File: src/rtl/pipe_hazard_unit.sv
// Pipeline hazard unit: load-use stalls, branch flushes and multi-cycle memory waits.
// Outputs are combinational from the registered state and the current inputs.
module pipe_hazard_unit #(
    parameter int REG_W         = 4,
    parameter int LOAD_LAT      = 1,
    parameter int ZERO_REG_SAFE = 1
) (
    input  logic             clk,
    input  logic             rst,
    input  logic             pc_src,
    input  logic             idex_mem_read,
    input  logic             idex_reg_write,
    input  logic [REG_W-1:0] ifid_rs,
    input  logic [REG_W-1:0] ifid_rt,
    input  logic [REG_W-1:0] idex_rd,
    input  logic             mem_busy,
    output logic             wr_pc,
    output logic             im_read,
    output logic             wr_ifid,
    output logic             wr_idex,
    output logic             wr_exmem,
    output logic             wr_memwb,
    output logic             ifid_clear,
    output logic             idex_clear,
    output logic             exmem_clear,
    output logic             memwb_clear,
    output logic             stall_active,
    output logic [15:0]      stall_count
);

    typedef enum logic [1:0] {RUN, LU_STALL, MEM_WAIT} state_t;

    localparam logic [2:0] LAT_M1 = 3'(LOAD_LAT - 1);

    state_t      r_state, r_saved;
    logic [2:0]  r_lu_cnt;
    logic [15:0] r_stall_count;

    state_t      w_state_nxt, w_saved_nxt, w_eff;
    logic [2:0]  w_lu_cnt_nxt;
    logic        w_hazard;
    logic        w_zero_rd;

    assign w_zero_rd = (ZERO_REG_SAFE != 0) && (idex_rd == '0);
    assign w_hazard  = idex_mem_read && idex_reg_write &&
                       ((ifid_rs == idex_rd) || (ifid_rt == idex_rd)) && !w_zero_rd;

    // While waiting on memory with mem_busy low, behave as the state saved on entry.
    assign w_eff = (r_state == MEM_WAIT) ? r_saved : r_state;

    always_comb begin
        wr_pc        = 1'b1;
        im_read      = 1'b1;
        wr_ifid      = 1'b1;
        wr_idex      = 1'b1;
        wr_exmem     = 1'b1;
        wr_memwb     = 1'b1;
        ifid_clear   = 1'b0;
        idex_clear   = 1'b0;
        exmem_clear  = 1'b0;
        memwb_clear  = 1'b0;
        w_state_nxt  = RUN;
        w_saved_nxt  = r_saved;
        w_lu_cnt_nxt = r_lu_cnt;

        if (rst) begin
            wr_pc        = 1'b0;
            im_read      = 1'b0;
            wr_ifid      = 1'b0;
            wr_idex      = 1'b0;
            wr_exmem     = 1'b0;
            wr_memwb     = 1'b0;
            ifid_clear   = 1'b1;
            idex_clear   = 1'b1;
            exmem_clear  = 1'b1;
            memwb_clear  = 1'b1;
            w_saved_nxt  = RUN;
            w_lu_cnt_nxt = 3'd0;
        end else if (mem_busy) begin
            wr_pc       = 1'b0;
            im_read     = 1'b0;
            wr_ifid     = 1'b0;
            wr_idex     = 1'b0;
            wr_exmem    = 1'b0;
            wr_memwb    = 1'b0;
            w_state_nxt = MEM_WAIT;
            if (r_state != MEM_WAIT)
                w_saved_nxt = r_state;
        end else if (pc_src) begin
            ifid_clear   = 1'b1;
            idex_clear   = 1'b1;
            exmem_clear  = 1'b1;
            w_lu_cnt_nxt = 3'd0;
        end else if (w_eff == LU_STALL || w_hazard) begin
            wr_pc      = 1'b0;
            im_read    = 1'b0;
            wr_ifid    = 1'b0;
            idex_clear = 1'b1;
            if (w_eff == LU_STALL) begin
                if (r_lu_cnt <= 3'd1) begin
                    w_lu_cnt_nxt = 3'd0;
                end else begin
                    w_state_nxt  = LU_STALL;
                    w_lu_cnt_nxt = r_lu_cnt - 3'd1;
                end
            end else if (LOAD_LAT > 1) begin
                w_state_nxt  = LU_STALL;
                w_lu_cnt_nxt = LAT_M1;
            end
        end
    end

    always_ff @(posedge clk) begin
        if (rst) begin
            r_state  <= RUN;
            r_saved  <= RUN;
            r_lu_cnt <= 3'd0;
        end else begin
            r_state  <= w_state_nxt;
            r_saved  <= w_saved_nxt;
            r_lu_cnt <= w_lu_cnt_nxt;
        end
    end

    always_ff @(posedge clk) begin
        if (rst)
            r_stall_count <= 16'd0;
        else if (!wr_pc && r_stall_count != 16'hFFFF)
            r_stall_count <= r_stall_count + 16'd1;
    end

    assign stall_count  = r_stall_count;
    assign stall_active = !rst && ((r_state != RUN) || w_hazard || mem_busy);

endmodule

File: config.mk
export PLATFORM = sky130hd
export DESIGN_NAME = pipe_hazard_unit
export DESIGN_NICKNAME = d
export VERILOG_FILES = /design/src/rtl/pipe_hazard_unit.sv
export SDC_FILE = /design/constraint.sdc
export NUM_CORES = 1
export LEC_CHECK = 0
export ABC_AREA = 1
export ABC_CLOCK_PERIOD_IN_PS = 3700
export CAP_MARGIN = 20
export CORE_MARGIN = 1
export CORE_UTILIZATION = 30
export CTS_CLUSTER_DIAMETER = 40
export DETAILED_ROUTE_END_ITERATION = 12
export SKIP_CTS_REPAIR_TIMING = 1
export SLEW_MARGIN = 20
export SYNTH_ARGS = -nofsm -noshare
export SYNTH_HDL_FRONTEND = slang
export SYNTH_SLANG_ARGS = --single-unit
File: constraint.sdc
create_clock -name clk -period 3.7 [get_ports clk]
set_clock_uncertainty 0.15 [all_clocks]
set_input_delay 1.11 -clock clk [delete_from_list [all_inputs] [get_ports clk]]
set_output_delay 1.11 -clock clk [all_outputs]
set_load 0.02 [all_outputs]
### After elaboration in Yosys (flattened, before gate mapping)

Index checks and enable logic that the tools add are counted.

| operators by class | value |
|---|---|
| add/subtract/negate cells | 2 |
| bitwise gates (word level) | 3 |
| muxes and demuxes | 24 |
| magnitude comparators | 1 |
| eq/ne operators | 6 |
| reductions and logical operators | 19 |

Operators by type and width:

| operator | count |
|---|---|
| 2-to-1 mux 1 bit | 18 |
| adder 16 x 1 -> 16 bit (second input constant) | 1 |
| inequality test 16 bit (second input constant) | 1 |
| 2-to-1 mux 3 bit | 4 |
| equality test 4 bit | 2 |
| nonzero test 2 bit | 3 |
| logical AND 1 bit | 5 |
| OR reduction 5 bit | 1 |
| zero test 4 bit | 1 |
| logical OR 1 bit | 4 |
| 2-to-1 mux 2 bit | 2 |
| less-or-equal comparator 3 x 1 -> 1 bit (second input constant) | 1 |
| zero test 1 bit | 3 |
| inverter 1 bit | 3 |
| AND reduction 3 bit | 1 |
| subtractor 3 x 1 -> 3 bit (second input constant) | 1 |
| equality test 2 x 1 -> 1 bit (second input constant) | 1 |
| equality test 2 bit (second input constant) | 1 |
| inequality test 2 bit (second input constant) | 1 |
| AND reduction 2 bit | 1 |

| storage, ports and cells | value |
|---|---|
| logic and storage cells | 60 |
| output and inout bits | 27 |
| register bits | 23 |
| input bits | 18 |

### Logic depth before layout (Yosys ltp)

| depth | value |
|---|---|
| depth after elaboration | 11 |
| gate-level depth with buffers | 14 |
| gate-level depth less buffers | 13 |

### Worst setup path before layout

No wires, ideal clock.

| timing | value |
|---|---|
| path kind | input port to output port |
| from | input port rst |
| to | output port wr_ifid |
| setup slack | -74 ps |
| stages | 7 |
| arrival time | 2514 ps |
| data required time | 2440 ps |
| path buffers | 4 |
| cells stage by stage | clkbuf_1 -> nor2_1 -> nand2_2 -> buf_4 -> buf_6 -> inv_1 -> buf_4 |

| between the ends | value |
|---|---|
| word-level cells in the longest chain between the ends | 1 |

RTL lines:

| what | line | source |
|---|---|---|
| start: declaration | 9 | `input logic rst,` |
| 2-to-1 mux 1 bit | - |  |
| end: declaration | 19 | `output logic wr_ifid,` |

Every way passes these cells.

### Worst setup path in the final report

| timing | value |
|---|---|
| from | input port idex_mem_read |
| to | output port idex_clear |

| between the ends | value |
|---|---|
| word-level cells in the longest chain between the ends | 8 |

RTL lines:

| what | line | source |
|---|---|---|
| start: declaration | 11 | `input logic idex_mem_read,` |
| logical AND 1 bit (2 in a row) | 45 | `assign w_hazard = idex_mem_read && idex_reg_write &&` |
| logical AND 1 bit | 46 | `((ifid_rs == idex_rd) \|\| (ifid_rt == idex_rd)) && !w_zero_rd;` |
| logical OR 1 bit | 94 | `end else if (w_eff == LU_STALL \|\| w_hazard) begin` |
| 2-to-1 mux 1 bit | 94 |  |
| 2-to-1 mux 1 bit | 89 | `end else if (pc_src) begin` |
| 2-to-1 mux 1 bit | 79 | `end else if (mem_busy) begin` |
| 2-to-1 mux 1 bit | 66 | `if (rst) begin` |
| end: declaration | 24 | `output logic idex_clear,` |

Every way passes these cells.

==> results.yml <==
run_status:
  status: "completed"
yosys:
  synth_cell_types: 29
  synth_area_leaders: "dfxtp_1, nand2_1, nand3_1"
  synth.avg_cell_area_um2: 6.66
  synth_most_common_cell: "nand2_1"
  yosysWarnings: 0
  synth_top_area_share: 0.297
  ys_async_sr_fraction: 0
  netlist_instances: 233
  syn_nets: 254
  synth_seq_cells: 23
  synth-seq-area-share: 0.297
  yosysTopAreaCell: "dfxtp_1"
  synth_edf_count: 0
  ys.flop_type: "dfxtp_1"
  synth.top_cells.by_count: "nand2_1, inv_1, dfxtp_1, nor2_1, nand3_1"
  syn_area_um2: 1550
clocking:
  clkTransAtPathRegs_ns: 0.08
  clock_latency_ns: 0.27
  cts_tree: "built"
  cts-root-buf: "clkbuf_8"
  h-tree-depth: 1
  cts_buffer_depth: 2
  cts_sinks: 23
  numCtsBuffers: 3
floorplan:
  die_w_um: 73.9
  num_rows: 25
  initial_core_util: 0.320
  die_h_um: 73.9
  die_area_um2: 5460
  coreArea_um2: 4850
  io_pins: 45
routing:
  detail_route.wl_per_cell_um: 10.4
  vias: 1555
  via_per_inst: 4.51
  drc_errors: 0
  final_antenna_net_count: 0
  wl_um: 3590
  dr.first_iter.drc_count: 71
  first_pass_iters: 4
critical_path:
  endpoint_kind: "output port"
  path_max_fanout: 2
  r2r_slack_ns: 1.56
  crit_path_start_kind: "input pin"
  worstSetupPathType: "in2out"
  cp_data_required_time_ns: 2.44
  arrival_ns: 2.33
sta:
  hold_viol_final: 0
  tightest_slew_ns: 0.409
  whs_ns: 0.307
  fmax_mhz: 279
  maxSlewHeadroom: 0.725
  drv_slew: 0
  setup_viol: 0
  period_share: 0.970
  rsz0062_at_grt: "no"
  finalCriticalPeriod_ns: 3.59
  worst_slack_ns: 0.109
placement:
  hpwl_um: 2700
  port_buffers: 44
  dp_cells: 340
  gp_congestion: 0.783
  post_dp_cell_area_um2: 2050
  post-place-ws_ns: -0.563
final_layout:
  stdcell_area_um2: 2170
  n_fill_cell: 502
  antennaDiodeCount: 0
  area_growth_pct: 40.2
  ff_latch_area_um2: 460
  drive_above_1_share: 0.151
  multi_input_area_um2: 937
  fin_cells: 345
  nets: 300
power_and_ir_drop:
  power.density_nw_per_um2: 248
  p_leak_uw: 0.00105
  vdd_drop_max_mv: 0.142
grt:
  grt_overflow: 0
  grt_pass1_vias: 1369
  antenna_found_initial: 0
  grt_max_degree: 18
  gr-usage-all-layers: 0.139
  grt_pass1_wl_um: 5980
run:
  maxCapViolations: 0
hold_path:
  holdCritPathClass: "reg2reg"
## metrics by stage
step                utilization  total power (µW)  TNS [ns]
global route              0.449               562         0
CTS                       0.433               541     -3.40
floorplan                     -               330         0
detailed placement        0.423               379     -3.31
global placement          0.423               379     -3.33
finish                    0.449               538         0
## state kept, by name (all words and copies together), names as in the netlist
signal / cells
stall_count: 16
r_saved: 2
r_state: 2
r_lu_cnt: 3
## critical path: stages
cell and delay, ns:
clkdlybuf4s50_1 0.45, nand2_1 0.07, a31oi_2 0.16, nand2_2 0.09, nand2_2 0.08, o21ai_0 0.09
nand2_1 0.07, dlymetal6s2s_1 0.22
## per-layer routing
metal	GRT usage	up-vias	share of wire
li1	-	825	-
met1	0.175	700	0.48
met2	0.239	25	0.48
met3	0.0329	5	0.030
met4	0.0321	0	0.0089
met5	0	-	0
## power breakdown
part           switching, µW  internal [µW]  total (µW)  leakage [µW]
Clock                   89.5           75.5         165     0.0000255
Sequential              5.46            254         259      0.000187
Combinational           61.7           52.4         114      0.000838
## cells by family after synthesis
| kind of cell | count (synthesis) | share of synthesized area |
|---|---|---|
| adder cells (fa/ha/maj) | 3 | 0.0242 |
| flip-flops | 23 | 0.297 |
| AO/OA/AOI/OAI | 31 | 0.127 |
| AND/OR/NAND/NOR | 125 | 0.360 |
| buffers and inverters | 38 | 0.119 |
| XOR/XNOR | 13 | 0.0734 |
## layout by cell type (no fill, tap or decap), types with 2 or more instances in the layout
| cell | netlist | layout |
|---|---|---|
| a21oi_1 | 10 | 10 |
| a21oi_2 | 9 | 9 |
| buf_4 | 7 | 9 |
| clkbuf_2 | 0 | 2 |
| clkbuf_8 | 0 | 3 |
| clkdlybuf4s50_1 | 0 | 21 |
| dfxtp_1 | 23 | 23 |
| dlymetal6s2s_1 | 0 | 20 |
| ha_1 | 3 | 3 |
| inv_1 | 24 | 23 |
| inv_2 | 2 | 3 |
| nand2_1 | 67 | 64 |
| nand2_2 | 2 | 4 |
| nand2_4 | 1 | 2 |
| nand3_1 | 21 | 21 |
| nor2_1 | 23 | 20 |
| nor2_2 | 1 | 3 |
| nor3_1 | 4 | 4 |
| o21ai_0 | 9 | 9 |
| xnor2_1 | 4 | 4 |
| xor2_1 | 9 | 9 |
## final cells by class
type,count,share of cell area
multi-input combinational,172,0.431
timing repair buffer,53,0.253
sequential,23,0.212
inverter,26,0.0449
tap,67,0.0385
clock buffer,3,0.0190
clock inverter,1,0.00230
## final timing paths
path | start | to | cells past startpoint
min | r_saved[1] | r_saved[1] | 2
max | idex_mem_read | idex_clear | 8
max reg2reg | stall_count[0] | stall_count[9] | 9
min reg2reg | r_saved[1] | r_saved[1] | 2
(Power assumes the default switching activity.)
